File: src/rtl/load_size_unit.sv
// Load sequencer: one word read per request, then low-lane byte/halfword/word extraction.
// Optional sign extension is built only when LOAD_SIGN_EXT_EN is defined; otherwise loads zero-extend.
module load_size_unit #(
  parameter int unsigned TIMEOUT = 15
) (
  input  logic        clk,
  input  logic        reset,
  input  logic        start,
  input  logic [31:0] addr,
  input  logic [1:0]  LSizeCtrl,
  input  logic        lsigned,
  output logic        mem_rd,
  output logic [31:0] mem_addr,
  input  logic        mem_ready,
  input  logic [31:0] mem_data,
  output logic [31:0] data_out,
  output logic        done,
  output logic        err,
  output logic        busy
);

  typedef enum logic [1:0] {IDLE, REQ, FIN} state_e;

  localparam logic [7:0] LAST_WAIT = 8'(TIMEOUT - 1);

  state_e      state_q;
  logic [31:0] addr_q;
  logic [1:0]  size_q;
  logic [7:0]  cnt_q;
  logic        err_q;
  logic [31:0] dout_q;
  logic [31:0] dout_d;
  logic [23:0] byte_fill;
  logic [15:0] half_fill;

`ifdef LOAD_SIGN_EXT_EN
  logic sgn_q;

  always_ff @(posedge clk or posedge reset) begin
    if (reset) begin
      sgn_q <= 1'b0;
    end else if (state_q == IDLE && start) begin
      sgn_q <= lsigned;
    end
  end

  assign byte_fill = {24{sgn_q & mem_data[7]}};
  assign half_fill = {16{sgn_q & mem_data[15]}};
`else
  logic unused_lsigned;
  assign unused_lsigned = lsigned;
  assign byte_fill = '0;
  assign half_fill = '0;
`endif

  // Extraction always reads the low lanes, mirroring the store merge path.
  always_comb begin
    dout_d = mem_data;
    case (size_q)
      2'b10:   dout_d = {byte_fill, mem_data[7:0]};
      2'b01:   dout_d = {half_fill, mem_data[15:0]};
      default: dout_d = mem_data;
    endcase
  end

  always_ff @(posedge clk or posedge reset) begin
    if (reset) begin
      state_q <= IDLE;
      addr_q  <= '0;
      size_q  <= '0;
      cnt_q   <= '0;
      err_q   <= 1'b0;
      dout_q  <= '0;
    end else begin
      case (state_q)
        IDLE: begin
          if (start) begin
            addr_q  <= addr;
            size_q  <= LSizeCtrl;
            cnt_q   <= '0;
            state_q <= REQ;
          end
        end
        REQ: begin
          // Ready takes priority over a timeout firing in the same cycle.
          if (mem_ready) begin
            dout_q  <= dout_d;
            err_q   <= 1'b0;
            state_q <= FIN;
          end else if (cnt_q == LAST_WAIT) begin
            dout_q  <= '0;
            err_q   <= 1'b1;
            state_q <= FIN;
          end else begin
            cnt_q <= cnt_q + 8'd1;
          end
        end
        FIN:     state_q <= IDLE;
        default: state_q <= IDLE;
      endcase
    end
  end

  assign mem_rd   = (state_q == REQ);
  assign busy     = (state_q != IDLE);
  assign done     = (state_q == FIN);
  assign err      = done & err_q;
  assign mem_addr = addr_q;
  assign data_out = dout_q;

endmodule

File: config.mk
export PLATFORM = sky130hd
export DESIGN_NAME = load_size_unit
export DESIGN_NICKNAME = d
export VERILOG_FILES = /design/src/rtl/load_size_unit.sv
export SDC_FILE = /design/constraint.sdc
export NUM_CORES = 1
export LEC_CHECK = 0
export BUFFER_PORTS_ARGS = -buffer_cell sky130_fd_sc_hd__buf_4
export CAP_MARGIN = 20
export CORE_MARGIN = 2
export CORE_UTILIZATION = 50
export CTS_BUF_LIST = sky130_fd_sc_hd__clkbuf_8 sky130_fd_sc_hd__clkbuf_16
export CTS_CLUSTER_DIAMETER = 100
export CTS_CLUSTER_SIZE = 16
export DETAILED_ROUTE_END_ITERATION = 8
export PLACE_DENSITY_LB_ADDON = 0.05
export SLEW_MARGIN = 20
export SYNTH_ARGS = -nofsm -noshare
export SYNTH_HDL_FRONTEND = slang
export SYNTH_SLANG_ARGS = --single-unit
export TNS_END_PERCENT = 100
File: constraint.sdc
create_clock -name clk -period 5.2 [get_ports clk]
set_input_delay 0.26 -clock clk [delete_from_list [all_inputs] [get_ports clk]]
set_output_delay 0.26 -clock clk [all_outputs]
set_load 0.03 [all_outputs]
==> results.md, run 1 <==
* Synth top cells by count: dfrtp_1 (77), a22o_1 (28), mux2_2 (25)
* Starting density of the core at 51.71%
* Final period util at 41.12%
* IO Pins at 139
* Synth Cell Area at 3062 µm²
* Critical Path Sink: cnt_q[2]$_DFFE_PP0P_
* Most Crowded Layer GR: met2
* Pwr dens at 605.5 nW/µm²
* Core ar. at 5921 µm²
* WL final at 6698 µm
* Ys flop type: dfrtp_1
* Setup TNS at 0 ns
* Met3 global-route usage at 8.587%
* Reg2Reg Capture Point: cnt_q[2]$_DFFE_PP0P_
* Global Route Usage Sum at 20.41%
* Share of the synthesized area in the top cell type at 62.93%
* Detail Route Antenna Nets at 0
* Final #Nets at 428
* Hold Buf Count CTS at 0
* Reg2Reg Setup Slack at 3.06 ns
* Cells taking the most area after synthesis: dfrtp_1 (63%), mux2_2 (9.2%), a22o_1 (8.0%), mux2_1 (2.9%), ha_1 (1.2%)
* Clk_skew at 0.01092 ns
* Post-Syn Nets at 288
* Area Growth Syn to Fin at 41.60%
* Fmax at 0.4677 GHz
* Share of cells above drive strength 1 at 53.20%
* Post-synthesis sequential area ratio at 62.93%
* CP Data Required Time at 5.43 ns
* Setup repair bufs after CTS at 0
* Grt total ovfl at 0
* Worst Setup Start Kind: flip-flop
* Leakage at 2.198 nW
* Die height at 82.25 µm
* Worst-Margin Slew at 0.9723 ns
* Unique masters post-synth at 45
* CTS Buf Count at 9
* Slew HR at 35.03%
* EDFF count, synth at 0
* First-pass GRT wire length at 10,280 µm
* Syn avg cell area at 14.31 µm²
* Hold slack at 0.1215 ns
* Placed inst area at 4135 µm²
* CTS sink cnt at 77
* VDD IR-drop max at 0.4006 mV
* Drt wl/cell at 15.43 µm
* Seq cells post-synth at 77
* Clk root buf: clkbuf_8
* Met2 Use GR at 30.08%
* Final Total Pwr at 2.625 mW
* CP startpoint: state_q[0]$_DFFE_PP0P_
* Violation count after the first detailed-route iteration at 91
* Placer Congestion at 0.6996
* Diodes inserted at 0
* Die ar. at 6765 µm²
* Vias in the first global route at 2,221
* Reg2Reg Depth at 4
* Yosys warns at 0
* HPWL after DPL at 4785 µm
* Area of the multi-input gates at 1044 µm²
* Clk buf depth at 2
* Pre-Repair DR Iteration Count at 4
* Pin count of the biggest net entering global routing at 78
* Num rows at 28
* Nature of the critical path endpoint: flip-flop
* Post-route cell area at 4335 µm²
* Cell with the most instances after synthesis: dfrtp_1
* Hold Crit Class: in2reg
* Fin. Hold Viols at 0
* Dominant cell type by area after synthesis: dfrtp_1
* Max_cap viols at 0
* Routed vias/inst at 5.129
* Classification of the worst setup path: reg2reg
* Cells after synthesis at 214
* FF-to-FF Start: state_q[0]$_DFFE_PP0P_
* H-tree lvl count at 3
* Outcome: completed
* Met1 Usage GRT at 26.60%
* CTS tree: built
* Worst-path clk slew at 0.08 ns
* CP arrival at 2.37 ns
* Vias at 2,226
* Fin crit period at 2.138 ns
* RSZ-0062 raised after global routing: false
* Fillers at 427
* Worst skew pair latency at 0.35 ns
* Number of gates resized after CTS at 0
* DR DRC count at 0
* FF/Latch Area at 1927 µm²
* Port bufs at 137
* Crit Path Max Fanout at 37
* Slew Viols, Final at 0
* Asr flop ratio synth at 100.0%
* Setup violations, final at 0
* Initial antenna violation count at 0
* Die X at 82.25 µm
## sequential cells by signal, summed over array words and instances, names as in the netlist
| name | count |
|---|---|
| data_out | 32 |
| mem_addr | 32 |
| cnt_q | 8 |
| size_q | 2 |
| state_q | 2 |
| err_q | 1 |
## through the flow
stage                     std cells  setup slack [ns]  util [%]
after floorplan                 214             2.973         -
after global placement          418             3.069     69.84
after detailed placement        418             3.035     69.84
after CTS                       434             3.027     73.22
after global routing            434             2.903     73.22
final                           434             3.062     73.22
## layout by cell type, fill, tap and decap left out, types with 2 or more instances in the layout
cell type,netlist,routed
nor2_1,3,3
clkbuf_8,0,9
buf_4,0,139
clkinv_2,0,2
clkinv_4,0,3
nand2_1,7,7
mux2_2,25,25
ha_1,3,3
a21oi_1,2,2
a21o_1,4,4
nor3_1,2,2
and2_1,2,2
a22o_1,28,28
nand3_1,2,2
inv_1,6,5
nor3b_1,2,2
a211o_1,2,2
and4_1,4,4
mux2_1,8,8
clkinvlp_4,0,2
dfrtp_1,77,77
o21ai_0,3,3
## cell type report
cell class,instances,share of cell area (%)
flip-flops and latches,77,44.44
multi-input cells,120,24.07
repair buffers,139,24.07
clock buffers,9,2.857
well taps,75,2.165
clock inverters,7,1.760
inverters,7,0.6349
## power by group
part           switching [mW]  internal (mW)
logic                   0.713          0.509
registers               0.131          0.829
clock network           0.221          0.223
total                    1.06           1.56
## kinds of logic (layout without fill, tap and decap cells)
kind of cell / after synthesis / in the layout / synth area share [%]
AOI/OAI and AO/OA: 49 / 49 / 13.36
muxes: 34 / 34 / 12.46
buffers and inverters: 17 / 162 / 2.983
adders and majority gates: 3 / 3 / 1.226
and+or+nand+nor: 34 / 34 / 7.030
DFF: 77 / 77 / 62.93
## metal layers
| layer | share of wire [%] | vias up |
|---|---|---|
| li1 | - | 1073 |
| met1 | 41 | 1042 |
| met2 | 45 | 100 |
| met3 | 12 | 11 |
| met4 | 1.4 | 0 |
| met5 | 0 | - |
## critical path: stages, from the launching register on
cell and delay [ns]:
dfrtp_1 0.38, or2_1 0.28, nor2_4 0.75, and2b_4 0.31
a211o_1 0.29
## worst min path at each step
stage,slack [ns],from,depth (start not counted),to
after global routing,0.11,mem_data[12],2,data_out[12]$_DFFE_PP0P_
after CTS,0.11,mem_data[12],2,data_out[12]$_DFFE_PP0P_
after global placement,0.46,LSizeCtrl[1],3,size_q[1]$_DFFE_PP0P_
after floorplan,0.38,LSizeCtrl[1],2,size_q[1]$_DFFE_PP0P_
after detailed placement,0.47,data_out[27]$_DFFE_PP0P_,1,data_out[27]$_DFFE_PP0P_
final,0.12,mem_data[12],2,data_out[12]$_DFFE_PP0P_
No activity file was read; power rests on OpenSTA's default activity.
==> inputs of run 2 (changes only) <==
--- a/config.mk
+++ b/config.mk
@@ -8,7 +8,7 @@
 export BUFFER_PORTS_ARGS = -buffer_cell sky130_fd_sc_hd__buf_4
 export CAP_MARGIN = 20
 export CORE_MARGIN = 2
-export CORE_UTILIZATION = 50
+export CORE_UTILIZATION = 46
 export CTS_BUF_LIST = sky130_fd_sc_hd__clkbuf_8 sky130_fd_sc_hd__clkbuf_16
 export CTS_CLUSTER_DIAMETER = 100
 export CTS_CLUSTER_SIZE = 16
==> constraint.sdc (replaced) <==
create_clock -name clk -period 2.2 [get_ports clk]
set_input_delay 0.11 -clock clk [delete_from_list [all_inputs] [get_ports clk]]
set_output_delay 0.11 -clock clk [all_outputs]
set_load 0.03 [all_outputs]
==> run 2 against run 1 <==
Compared with the run above:
- critical path depth rose by 1
- wire length rose by 9.3%
- design area rose by 10%
- clock skew fell by 0.0030 ns
- die area rose by 8.3%
- combinational power rose by 140%
- via count rose by 9.2%
- largest cell class unchanged
==> results.md, run 2 (same netlist as run 1, synthesis figures left out) <==
* Outcome: completed (unchanged)
* RSZ-0062 raised after global routing: false (unchanged)
* Leakage at 2.391 nW (was 2.198 nW)
* CP startpoint: cnt_q[4]$_DFFE_PP0P_ (was state_q[0]$_DFFE_PP0P_)
* Area Growth Syn to Fin at 55.82% (was 41.60%)
* Setup violations, final at 0 (unchanged)
* CTS tree: built (unchanged)
* DR DRC count at 0 (unchanged)
* Clk_skew at 0.007883 ns (was 0.01092 ns)
* Clk root buf: clkbuf_8 (unchanged)
* CTS sink cnt at 77 (unchanged)
* Setup repair bufs after CTS at 0 (unchanged)
* Slew Viols, Final at 0 (unchanged)
* Clk buf depth at 2 (unchanged)
* Num rows at 29 (was 28)
* Pwr dens at 1327 nW/µm² (was 605.5 nW/µm²)
* FF-to-FF Start: cnt_q[4]$_DFFE_PP0P_ (was state_q[0]$_DFFE_PP0P_)
* Fmax at 0.5452 GHz (was 0.4677 GHz)
* Pre-Repair DR Iteration Count at 4 (unchanged)
* Startpoint of the worst hold path: mem_data[0] (was mem_data[12])
* Crit path largest cell delay at 0.46 ns (was 0.75 ns)
* HPWL after DPL at 4832 µm (was 4785 µm)
* Final period util at 83.37% (was 41.12%)
* Worst Setup Start Kind: flip-flop (unchanged)
* Hold Crit Class: in2reg (unchanged)
* Routed vias/inst at 5.096 (was 5.129)
* VDD IR-drop max at 0.8475 mV (was 0.4006 mV)
* Die ar. at 7325 µm² (was 6765 µm²)
* Vias in the first global route at 2,519 (was 2,221)
* Placer Congestion at 0.7111 (was 0.6996)
* First-pass GRT wire length at 12,080 µm (was 10,280 µm)
* Number of gates resized after CTS at 0 (unchanged)
* Grt total ovfl at 0 (unchanged)
* Worst path slowest cell: dfrtp_1 (was nor2_4)
* Diodes inserted at 0 (unchanged)
* Setup TNS at 0 ns (unchanged)
* Violation count after the first detailed-route iteration at 93 (was 91)
* IO Pins at 139 (unchanged)
* CP arrival at 2.08 ns (was 2.37 ns)
* Fillers at 457 (was 427)
* CTS Buf Count at 9 (unchanged)
* Drt wl/cell at 15.34 µm (was 15.43 µm)
* Hold slack at 0.01042 ns (was 0.1215 ns)
* Share of cells above drive strength 1 at 48.25% (was 53.20%)
* Global Route Usage Sum at 20.86% (was 20.41%)
* Max_cap viols at 0 (unchanged)
* Detail Route Antenna Nets at 0 (unchanged)
* Pin count of the biggest net entering global routing at 39 (was 78)
* Die height at 85.59 µm (was 82.25 µm)
* Final #Nets at 471 (was 428)
* FF/Latch Area at 1927 µm² (unchanged)
* Worst-path clk slew at 0.08 ns (about the same)
* Port bufs at 137 (unchanged)
* Area of the multi-input gates at 1044 µm² (unchanged)
* Initial antenna violation count at 0 (unchanged)
* Placed inst area at 4179 µm² (was 4135 µm²)
* Worst-Margin Slew at 0.8327 ns (was 0.9723 ns)
* Most frequent cells in the layout: buf_4 (142), dfrtp_1 (77), dlygate4sd3_1 (39) (was buf_4 (139), dfrtp_1 (77), a22o_1 (28))
* H-tree lvl count at 3 (unchanged)
* Nature of the critical path endpoint: flip-flop (unchanged)
* Crit Path Max Fanout at 11 (was 37)
* Post-route cell area at 4771 µm² (was 4335 µm²)
* Classification of the worst setup path: reg2reg (unchanged)
* Starting density of the core at 47.94% (was 51.71%)
* Fin. Hold Viols at 0 (unchanged)
* Core ar. at 6386 µm² (was 5921 µm²)
* Most common cell after layout, fill and taps aside: buf_4 (unchanged)
* Die X at 85.59 µm (was 82.25 µm)
* Worst skew pair latency at 0.33 ns (was 0.35 ns)
* CP Data Required Time at 2.45 ns (was 5.43 ns)
* Slew HR at 44.41% (was 35.03%)
* CP Cell Sequence: or3_4 -> o211ai_2 -> and2b_4 -> inv_2 -> a31oi_1 (was or2_1 -> nor2_4 -> and2b_4 -> a211o_1)
* Fin crit period at 1.834 ns (was 2.138 ns)
* WL final at 7318 µm (was 6698 µm)
* Vias at 2,431 (was 2,226)
==> run 2: critical path, delay by kind of cell (launching register included) <==
family                 cells  cell delay, ns
flip-flops                 1            0.46
AND/OR/NAND/NOR            2            0.68
AO/OA/AOI/OAI              2            0.55
buffers and inverters      1            0.06
==> run 2: worst paths after layout <==
check | endpoint | slack [ns] | cells past startpoint
min in group asynchronous | mem_addr[10]$_DFFE_PP0P_ | 0.53 | 3
hold / removal | data_out[0]$_DFFE_PP0P_ | 0.01 | 2
max in group asynchronous | mem_addr[5]$_DFFE_PP0P_ | 1.03 | 4
setup / recovery | cnt_q[5]$_DFFE_PP0P_ | 0.37 | 5
hold reg to reg | data_out[27]$_DFFE_PP0P_ | 0.48 | 1
setup reg to reg | cnt_q[5]$_DFFE_PP0P_ | 0.37 | 5
==> run 2: stage by stage <==
step | power (mW) | cells | setup slack [ns] | util [%]
global placement | 5.153 | 424 | 0.4220 | 65.44
finish | 6.331 | 477 | 0.3658 | 74.71
detailed placement | 5.208 | 424 | 0.3753 | 65.44
global route | 6.667 | 477 | 0.1853 | 74.71
floorplan | 4.073 | 214 | 0.1233 | -
CTS | 6.385 | 475 | 0.3555 | 74.39
==> run 2: layout make-up <==
class | count | share of cell area [%]
flip-flops and latches | 77 | 40.39
repair buffers | 182 | 30.95
multi-input cells | 120 | 21.87
clock buffers | 9 | 2.596
well taps | 77 | 2.019
clock inverters | 5 | 1.626
inverters | 7 | 0.5507
==> run 2: power by group <==
group          internal (mW)  switching (mW)  total (mW)  leakage, nW
logic                   1.26            1.70        2.96         1.33
clock network          0.623           0.481        1.10        0.101
registers               1.96           0.304        2.26        0.958
total                   3.84            2.49        6.33         2.39
==> run 2: what timing repair did <==
action,CTS,global route
hold buffers,37,2
endpoints found under the setup margin,0,0
hold endpoints to repair,71,2
==> run 2: routing by layer <==
metal	track usage, %	share of wire, %	vias up
met1	28.40	45	1172
li1	-	-	1152
met2	32.32	45	94
met4	7.648	1.9	0
met3	5.775	7.9	13
met5	0	0	-
